$ cat src/rtl/snake_pkg.sv
// ============================================================================
// Module      : snake_pkg
// Description : Shared game-status codes, cell codes and playfield bounds.
// Revision    : 1.0 - initial release
// ============================================================================
`default_nettype none

package snake_pkg;

   localparam logic [1:0] GS_RESTART = 2'b00;
   localparam logic [1:0] GS_PLAY    = 2'b10;

   typedef enum logic [1:0] {
      CELL_NONE = 2'd0,
      CELL_HEAD = 2'd1,
      CELL_BODY = 2'd2,
      CELL_WALL = 2'd3
   } cell_e;

   localparam logic [5:0] X_MIN      = 6'd1;
   localparam logic [5:0] X_MAX      = 6'd34;
   localparam logic [5:0] Y_MIN      = 6'd1;
   localparam logic [5:0] Y_MAX      = 6'd24;
   localparam int         CELL_SHIFT = 4;

   typedef enum logic [1:0] {
      ST_ACTIVE = 2'd0,
      ST_EAT    = 2'd1,
      ST_PLACE  = 2'd2
   } apple_state_e;

   function automatic logic in_playfield(input logic [5:0] cx, input logic [5:0] cy);
      return (cx >= X_MIN) && (cx <= X_MAX) && (cy >= Y_MIN) && (cy <= Y_MAX);
   endfunction

endpackage

`default_nettype wire

$ cat src/rtl/snake_lfsr16.sv
// ============================================================================
// Module      : snake_lfsr16
// Description : 16-bit Fibonacci LFSR, x^16+x^14+x^13+x^11+1, with enable.
// Revision    : 1.0 - initial release
// ============================================================================
`default_nettype none

module snake_lfsr16 #(
   parameter logic [15:0] SEED = 16'hACE1
) (
   input  logic        clk,
   input  logic        rst,
   input  logic        en_i,
   output logic [15:0] state_o
);

   logic [15:0] lfsr_q;
   logic [15:0] lfsr_d;
   logic        fb;

   always_comb begin
      fb     = lfsr_q[15] ^ lfsr_q[13] ^ lfsr_q[12] ^ lfsr_q[10];
      lfsr_d = {lfsr_q[14:0], fb};
      // The all-zero lock-up state is unreachable from a nonzero seed; recover anyway.
      if (lfsr_q == 16'h0000) begin
         lfsr_d = SEED;
      end
   end

   always_ff @(posedge clk) begin
      if (rst) begin
         lfsr_q <= SEED;
      end else if (en_i) begin
         lfsr_q <= lfsr_d;
      end
   end

   assign state_o = lfsr_q;

endmodule

`default_nettype wire

$ cat src/rtl/apple_generator.sv
// ============================================================================
// Module      : apple_generator
// Description : Apple position, eat detection, grow pulse, eaten counter and
//               LFSR-based re-placement inside the playfield.
// Revision    : 1.0 - initial release
// ============================================================================
`default_nettype none

module apple_generator
   import snake_pkg::*;
#(
   parameter logic [15:0] LFSR_SEED = 16'hACE1,
   parameter logic [5:0]  INIT_X    = 6'd24,
   parameter logic [5:0]  INIT_Y    = 6'd10,
   parameter int          ADD_PULSE = 4,
   parameter int          MAX_TRIES = 32,
   parameter logic [5:0]  FALL_X    = 6'd17,
   parameter logic [5:0]  FALL_Y    = 6'd12
) (
   input  logic       clk,
   input  logic       rst,
   input  logic [1:0] game_status,
   input  logic [5:0] head_x,
   input  logic [5:0] head_y,
   input  logic [9:0] x_pos,
   input  logic [9:0] y_pos,
   output logic       add_cube,
   output logic       apple,
   output logic [5:0] apple_x,
   output logic [5:0] apple_y,
   output logic [7:0] apple_cnt
);

   localparam int TRY_W = $clog2(MAX_TRIES + 1);

   logic [15:0]  lfsr_w;
   logic         lfsr_unused;
   logic [5:0]   cand_x;
   logic [5:0]   cand_y;
   logic         cand_ok;
   logic [5:0]   scan_x;
   logic [5:0]   scan_y;

   apple_state_e     state_q;
   logic             add_cube_q;
   logic [5:0]       apple_x_q;
   logic [5:0]       apple_y_q;
   logic             apple_valid_q;
   logic [7:0]       apple_cnt_q;
   logic [3:0]       pulse_q;
   logic [TRY_W-1:0] tries_q;

   snake_lfsr16 #(.SEED(LFSR_SEED)) u_lfsr (
      .clk     (clk),
      .rst     (rst),
      .en_i    (1'b1),
      .state_o (lfsr_w)
   );

   assign lfsr_unused = ^{lfsr_w[15:13], lfsr_w[7:6]};
   assign cand_x      = lfsr_w[5:0];
   assign cand_y      = {1'b0, lfsr_w[12:8]};
   assign cand_ok     = in_playfield(cand_x, cand_y) && ({cand_x, cand_y} != {head_x, head_y});

   assign scan_x = 6'(x_pos >> CELL_SHIFT);
   assign scan_y = 6'(y_pos >> CELL_SHIFT);
   assign apple  = apple_valid_q && (scan_x == apple_x_q) && (scan_y == apple_y_q);

   always_ff @(posedge clk) begin
      if (rst || (game_status == GS_RESTART)) begin
         state_q       <= ST_ACTIVE;
         add_cube_q    <= 1'b0;
         apple_x_q     <= INIT_X;
         apple_y_q     <= INIT_Y;
         apple_valid_q <= 1'b1;
         apple_cnt_q   <= 8'd0;
         pulse_q       <= 4'd0;
         tries_q       <= '0;
      end else begin
         case (state_q)
            ST_ACTIVE: begin
               if ((game_status == GS_PLAY) && ({head_x, head_y} == {apple_x_q, apple_y_q})) begin
                  state_q       <= ST_EAT;
                  add_cube_q    <= 1'b1;
                  apple_valid_q <= 1'b0;
                  pulse_q       <= 4'd1;
                  if (apple_cnt_q != 8'hFF) begin
                     apple_cnt_q <= apple_cnt_q + 8'd1;
                  end
               end
            end
            ST_EAT: begin
               // pulse_q counts the cycles add_cube has already been high.
               if (pulse_q == 4'(ADD_PULSE)) begin
                  add_cube_q <= 1'b0;
                  tries_q    <= '0;
                  state_q    <= ST_PLACE;
               end else begin
                  pulse_q <= pulse_q + 4'd1;
               end
            end
            ST_PLACE: begin
               if (cand_ok) begin
                  apple_x_q     <= cand_x;
                  apple_y_q     <= cand_y;
                  apple_valid_q <= 1'b1;
                  state_q       <= ST_ACTIVE;
               end else if (tries_q == TRY_W'(MAX_TRIES - 1)) begin
                  apple_x_q     <= FALL_X;
                  apple_y_q     <= FALL_Y;
                  apple_valid_q <= 1'b1;
                  state_q       <= ST_ACTIVE;
               end else begin
                  tries_q <= tries_q + 1'b1;
               end
            end
            default: begin
               state_q    <= ST_ACTIVE;
               add_cube_q <= 1'b0;
            end
         endcase
      end
   end

   assign add_cube  = add_cube_q;
   assign apple_x   = apple_x_q;
   assign apple_y   = apple_y_q;
   assign apple_cnt = apple_cnt_q;

endmodule

`default_nettype wire

$ cat config.mk
export PLATFORM = sky130hd
export DESIGN_NAME = apple_generator
export DESIGN_NICKNAME = d
export VERILOG_FILES = /design/src/rtl/snake_pkg.sv /design/src/rtl/snake_lfsr16.sv /design/src/rtl/apple_generator.sv
export SDC_FILE = /design/constraint.sdc
export NUM_CORES = 1
export LEC_CHECK = 0
export CORE_MARGIN = 5
export CORE_UTILIZATION = 45
export DETAILED_ROUTE_END_ITERATION = 8
export PLACE_DENSITY = 0.77
export SKIP_CTS_REPAIR_TIMING = 1
export SLEW_MARGIN = 10
export SYNTH_ARGS = -nofsm -noshare
export SYNTH_HDL_FRONTEND = slang
export SYNTH_SLANG_ARGS = --single-unit
$ cat constraint.sdc
create_clock -name clk -period 4.15 [get_ports clk]
set_clock_uncertainty 0.05 [all_clocks]
set_input_delay 0.83 -clock clk [delete_from_list [all_inputs] [get_ports clk]]
set_output_delay 0.83 -clock clk [all_outputs]
set_load 0.03 [all_outputs]
# Word-level counts from Yosys, hierarchy flattened
# Index checks and enable logic that the tools add are counted.
# classes
add_sub_neg	3
magnitude_cmp	4
n_eq_ne	16
muxes	23
bitwise_logic	4
reduce_logical	23
# op_table
op	count
6-bit 2-to-1 mux	7
16-bit zero test	1
3-bit AND reduction	5
12-bit equality test	1
6-bit equality test	2
12-bit != test	1
6-bit one-hot mux with 2 select lines	1
2-bit != test, second input constant	5
8-bit by 1-bit adder with 8-bit output, second input constant	1
2-bit 2-to-1 mux	4
4-bit 2-to-1 mux	2
8-bit != test, second input constant	1
4-bit one-hot mux with 2 select lines	1
2-bit nonzero test	4
1-bit logical AND	7
6-bit by 1-bit adder with 6-bit output, second input constant	1
6-bit by 5-bit equality test with 1-bit output, second input constant	1
6-bit by 1-bit greater-or-equal comparator with 1-bit output, second input constant	1
6-bit <= comparator, second input constant	1
2-bit one-hot mux with 3 select lines	1
5-bit by 1-bit greater-or-equal comparator with 1-bit output, second input constant	1
5-bit <= comparator, second input constant	1
1-bit 2-to-1 mux	5
4-bit by 1-bit adder with 4-bit output, second input constant	1
other kinds (13)	17
# totals
regBits	50
input_bits	36
out_inout_bits	22
word_cells	82

# Logic depth before layout (Yosys ltp)
# depth
ltp_word	7
ltp_mapped	8
ltp_nobuf	8

# Hierarchy
# Synthesis repeated with hierarchy kept, for this count alone.
# unflattened
cells_unflattened	268
hier_area_um2	2514.9
# by_module_without_submodules
module	instances	cells_each	area_per_inst_um2	seq_area_each_um2
apple_generator	1	215	1899.3	660.6
snake_lfsr16	1	53	615.6	320.3

# Worst setup path before layout
# Ideal clock, no wire load.
# synth_timing
path_kind	input -> output
start	input x_pos[7]
end	output apple
arrival_time_ns	1.935
t_required_ns	3.270
path_slack_ns	1.335
stages	4
n_path_buf	0
cell_sequence	xor2_1 -> nor3b_1 -> nand3_1 -> nor3_1
# synth_between
elab_chain_len	3
# synth_lines
item	line_no	source
start, declared	apple_generator.sv:25	input logic [9:0] x_pos,
6-bit equality test	apple_generator.sv:67	assign apple = apple_valid_q && (scan_x == apple_x_q) && (scan_y == apple_y_q);
1-bit logical AND (2 in series)	apple_generator.sv:67	
end, declared	apple_generator.sv:28	output logic apple,
# Every way passes these cells.

# Final worst setup path
# Ends and elaborated chain as after synthesis.

==> out/results.ini <==
[grt]
grt_start_max_net_pins=19
antenna_found_initial=0
grtUsageMet1=0.230
grt_first_pass_wirelength_um=8740
grt_pass1_vias=1848
grtUsageMet3=0.0362
grt_util_all_layers=0.168
grt.met2_usage=0.253
busiest_layer=met2
overflow=0

[clock_network]
cts_buffer_depth=2
cts_sinks=49
cts_max_level=2
worstSkewPairLatency_ns=0.31
cts_tree=built
cts_root_buf=clkbuf_8
path_clk_slew_ns=0.10
numCtsBuffers=5

[job]
max-cap-violations=0

[synth]
yosysWarnings=0
synth_top_cell_area_share=0.422
synth-edff-count=0
syn_avg_cell_area_um2=9.05
async_flop_share=0
synth.distinct_cells=44
syn_inst=257
synth.area.top_cells=dfxtp_1 (42%), xnor2_1 (8.3%), xor2_1 (7.9%)
ys_ff_latch=49
ys_seq_area_frac=0.422
syn-cell-area_um2=2320
yosys_most_used_dff=dfxtp_1
syn_nets=297
yosysTopAreaCell=dfxtp_1

[route]
drt-initial-drc-count=73
routed_wl_um=5460
vias=1984
dr.pass1.iters=4
routedWlPerCell_um=14.5
drc=0
routed_via_density=5.28
antenna_left=0

[layout]
fin_nets=345
fin_area_um2=2970
area_growth_pct=27.6
final_layout_size_suffix_gt1_frac=0.0490
multi_input_area_um2=1270
seqCellArea_um2=981
num-fill-cells=468
diodes=0

[timing]
finalCritPeriodShare=0.845
finalWorstSetupSlack_ns=0.645
slew_headroom=0.518
rsz0062_at_grt=no
setup_viol_count_final=0
hold_violations=0
drv_slew=0
max_freq_mhz=285
min_period_ns=3.51
max_slew.worst_pin.slew_ns=0.714
setup_tns_ns=0

[setup_path]
crit_type=input port to primary output
crit-reg2reg-launch=u_lfsr.state_o[4]
reg2reg_to=apple_y[1]
cp_max_fo=1
start_kind=input port
ff2ff_setup_slack_ns=1.89
cp.arrival_ns=2.63
reg2regPathDepth=6
crit_path_end_kind=primary output
required_ns=3.27

[worst_hold_path]
holdPathEnd=u_lfsr.state_o[7]
hold_class=flop to flop
holdPathStages=1
min-delay-start=u_lfsr.state_o[6]

[die]
start_util=0.458
rows=26
dieWidth_um=81.9
die-area_um2=6700
io_pins=58
die-height_um=81.9
coreArea_um2=5070

[pwr]
p_leak_nw=1.10
p_per_area_nw_per_um2=304
ir_drop_mv=0.288

[place]
placed_area_um2=2870
portBuffers=48
dp_hpwl_um=4030
dp_slack_ns=0.646
gp_congestion=0.792

[run_status]
outcome=finished clean

sequential cells by signal, summed over array words and instances, names as in the netlist:
register / flops
add_cube: 1
apple_cnt: 8
apple_valid_q: 1
apple_x: 6
apple_y: 5
pulse_q: 4
state_q: 2
tries_q: 6
u_lfsr.state_o: 16
power by group:
| group | switching [mW] | internal, mW | leakage [nW] | total (mW) |
|---|---|---|---|---|
| logic | 0.0444 | 0.0537 | 0.650 | 0.0981 |
| clock network | 0.179 | 0.126 | 0.0506 | 0.305 |
| registers | 0.0162 | 0.481 | 0.399 | 0.497 |
worst max-delay path, cell delays in order:
cell	delay (ns)
clkdlybuf4s50_1	0.41
xor2_1	0.14
nor3b_1	0.22
nand3_1	0.13
nor3_1	0.19
clkdlybuf4s50_1	0.70
how the worst max path moves through the flow:
stage | start | end | slack, ns | depth (start not counted)
final | x_pos[7] | apple | 0.64 | 6
after global routing | x_pos[7] | apple | 0.47 | 6
after floorplan | x_pos[7] | apple | 1.34 | 4
after global placement | x_pos[7] | apple | 0.65 | 6
after CTS | x_pos[7] | apple | 0.63 | 6
after detailed placement | x_pos[7] | apple | 0.65 | 6
metal layers:
metal,vias to the layer above,wire length [µm],part of all wire
met5,-,0,0
met4,0,131,0.024
met3,13,264,0.048
met2,55,2410,0.44
met1,923,2650,0.49
li1,993,-,-
cells in the mapped netlist, drive strengths merged, types with 6 or more instances:
library cell / count
xor2: 21
nor2: 21
xnor2: 22
nor3: 6
nor2b: 7
inv: 9
nand2: 17
dfxtp: 49
clkbuf: 6
a21oi: 7
nand3: 14
nand4: 6
nor4: 6
nand2b: 9
cell families after synthesis:
logic type      after synthesis  synth area share
compound gates               35             0.111
mux                           4            0.0172
buf+inv                      18            0.0339
flops                        49             0.422
xor+xnor                     43             0.162
simple gates                103             0.230
other cells                   1           0.00161
fa+ha+maj                     4            0.0215
metrics by stage:
stage	hold slack [ns]	power (mW)	instances	util
after floorplan	0.362	0.563	257	-
after global placement	0.373	0.603	368	0.565
after detailed placement	0.374	0.605	368	0.565
after CTS	0.404	0.908	376	0.585
after global routing	0.420	0.942	376	0.585
final	0.401	0.901	376	0.585
layout make-up:
class | instances | area share
Tap cell | 70 | 0.0295
Clock buffer | 5 | 0.0232
Timing Repair Buffer | 50 | 0.167
Multi-Input combinational cell | 190 | 0.429
Clock inverter | 3 | 0.00970
Inverter | 9 | 0.0114
Sequential cell | 49 | 0.331
cell usage in the layout (no fill, tap or decap), drive strengths merged, types with 3 or more instances in the layout:
cell type and n:
mux2i 4, clkdlybuf4s50 48, nand2b 9, a21oi 7
dfxtp 49, xnor2 22, or4 5, nand3 14
nand2 17, o21ai 3, nor2 21, nor4 6
inv 11, nor2b 7, a22o 5, and2 3
ha 4, nor3 6, xor2 21, or3 5
clkbuf 5, nand4 6
(Power assumes the default switching activity.)
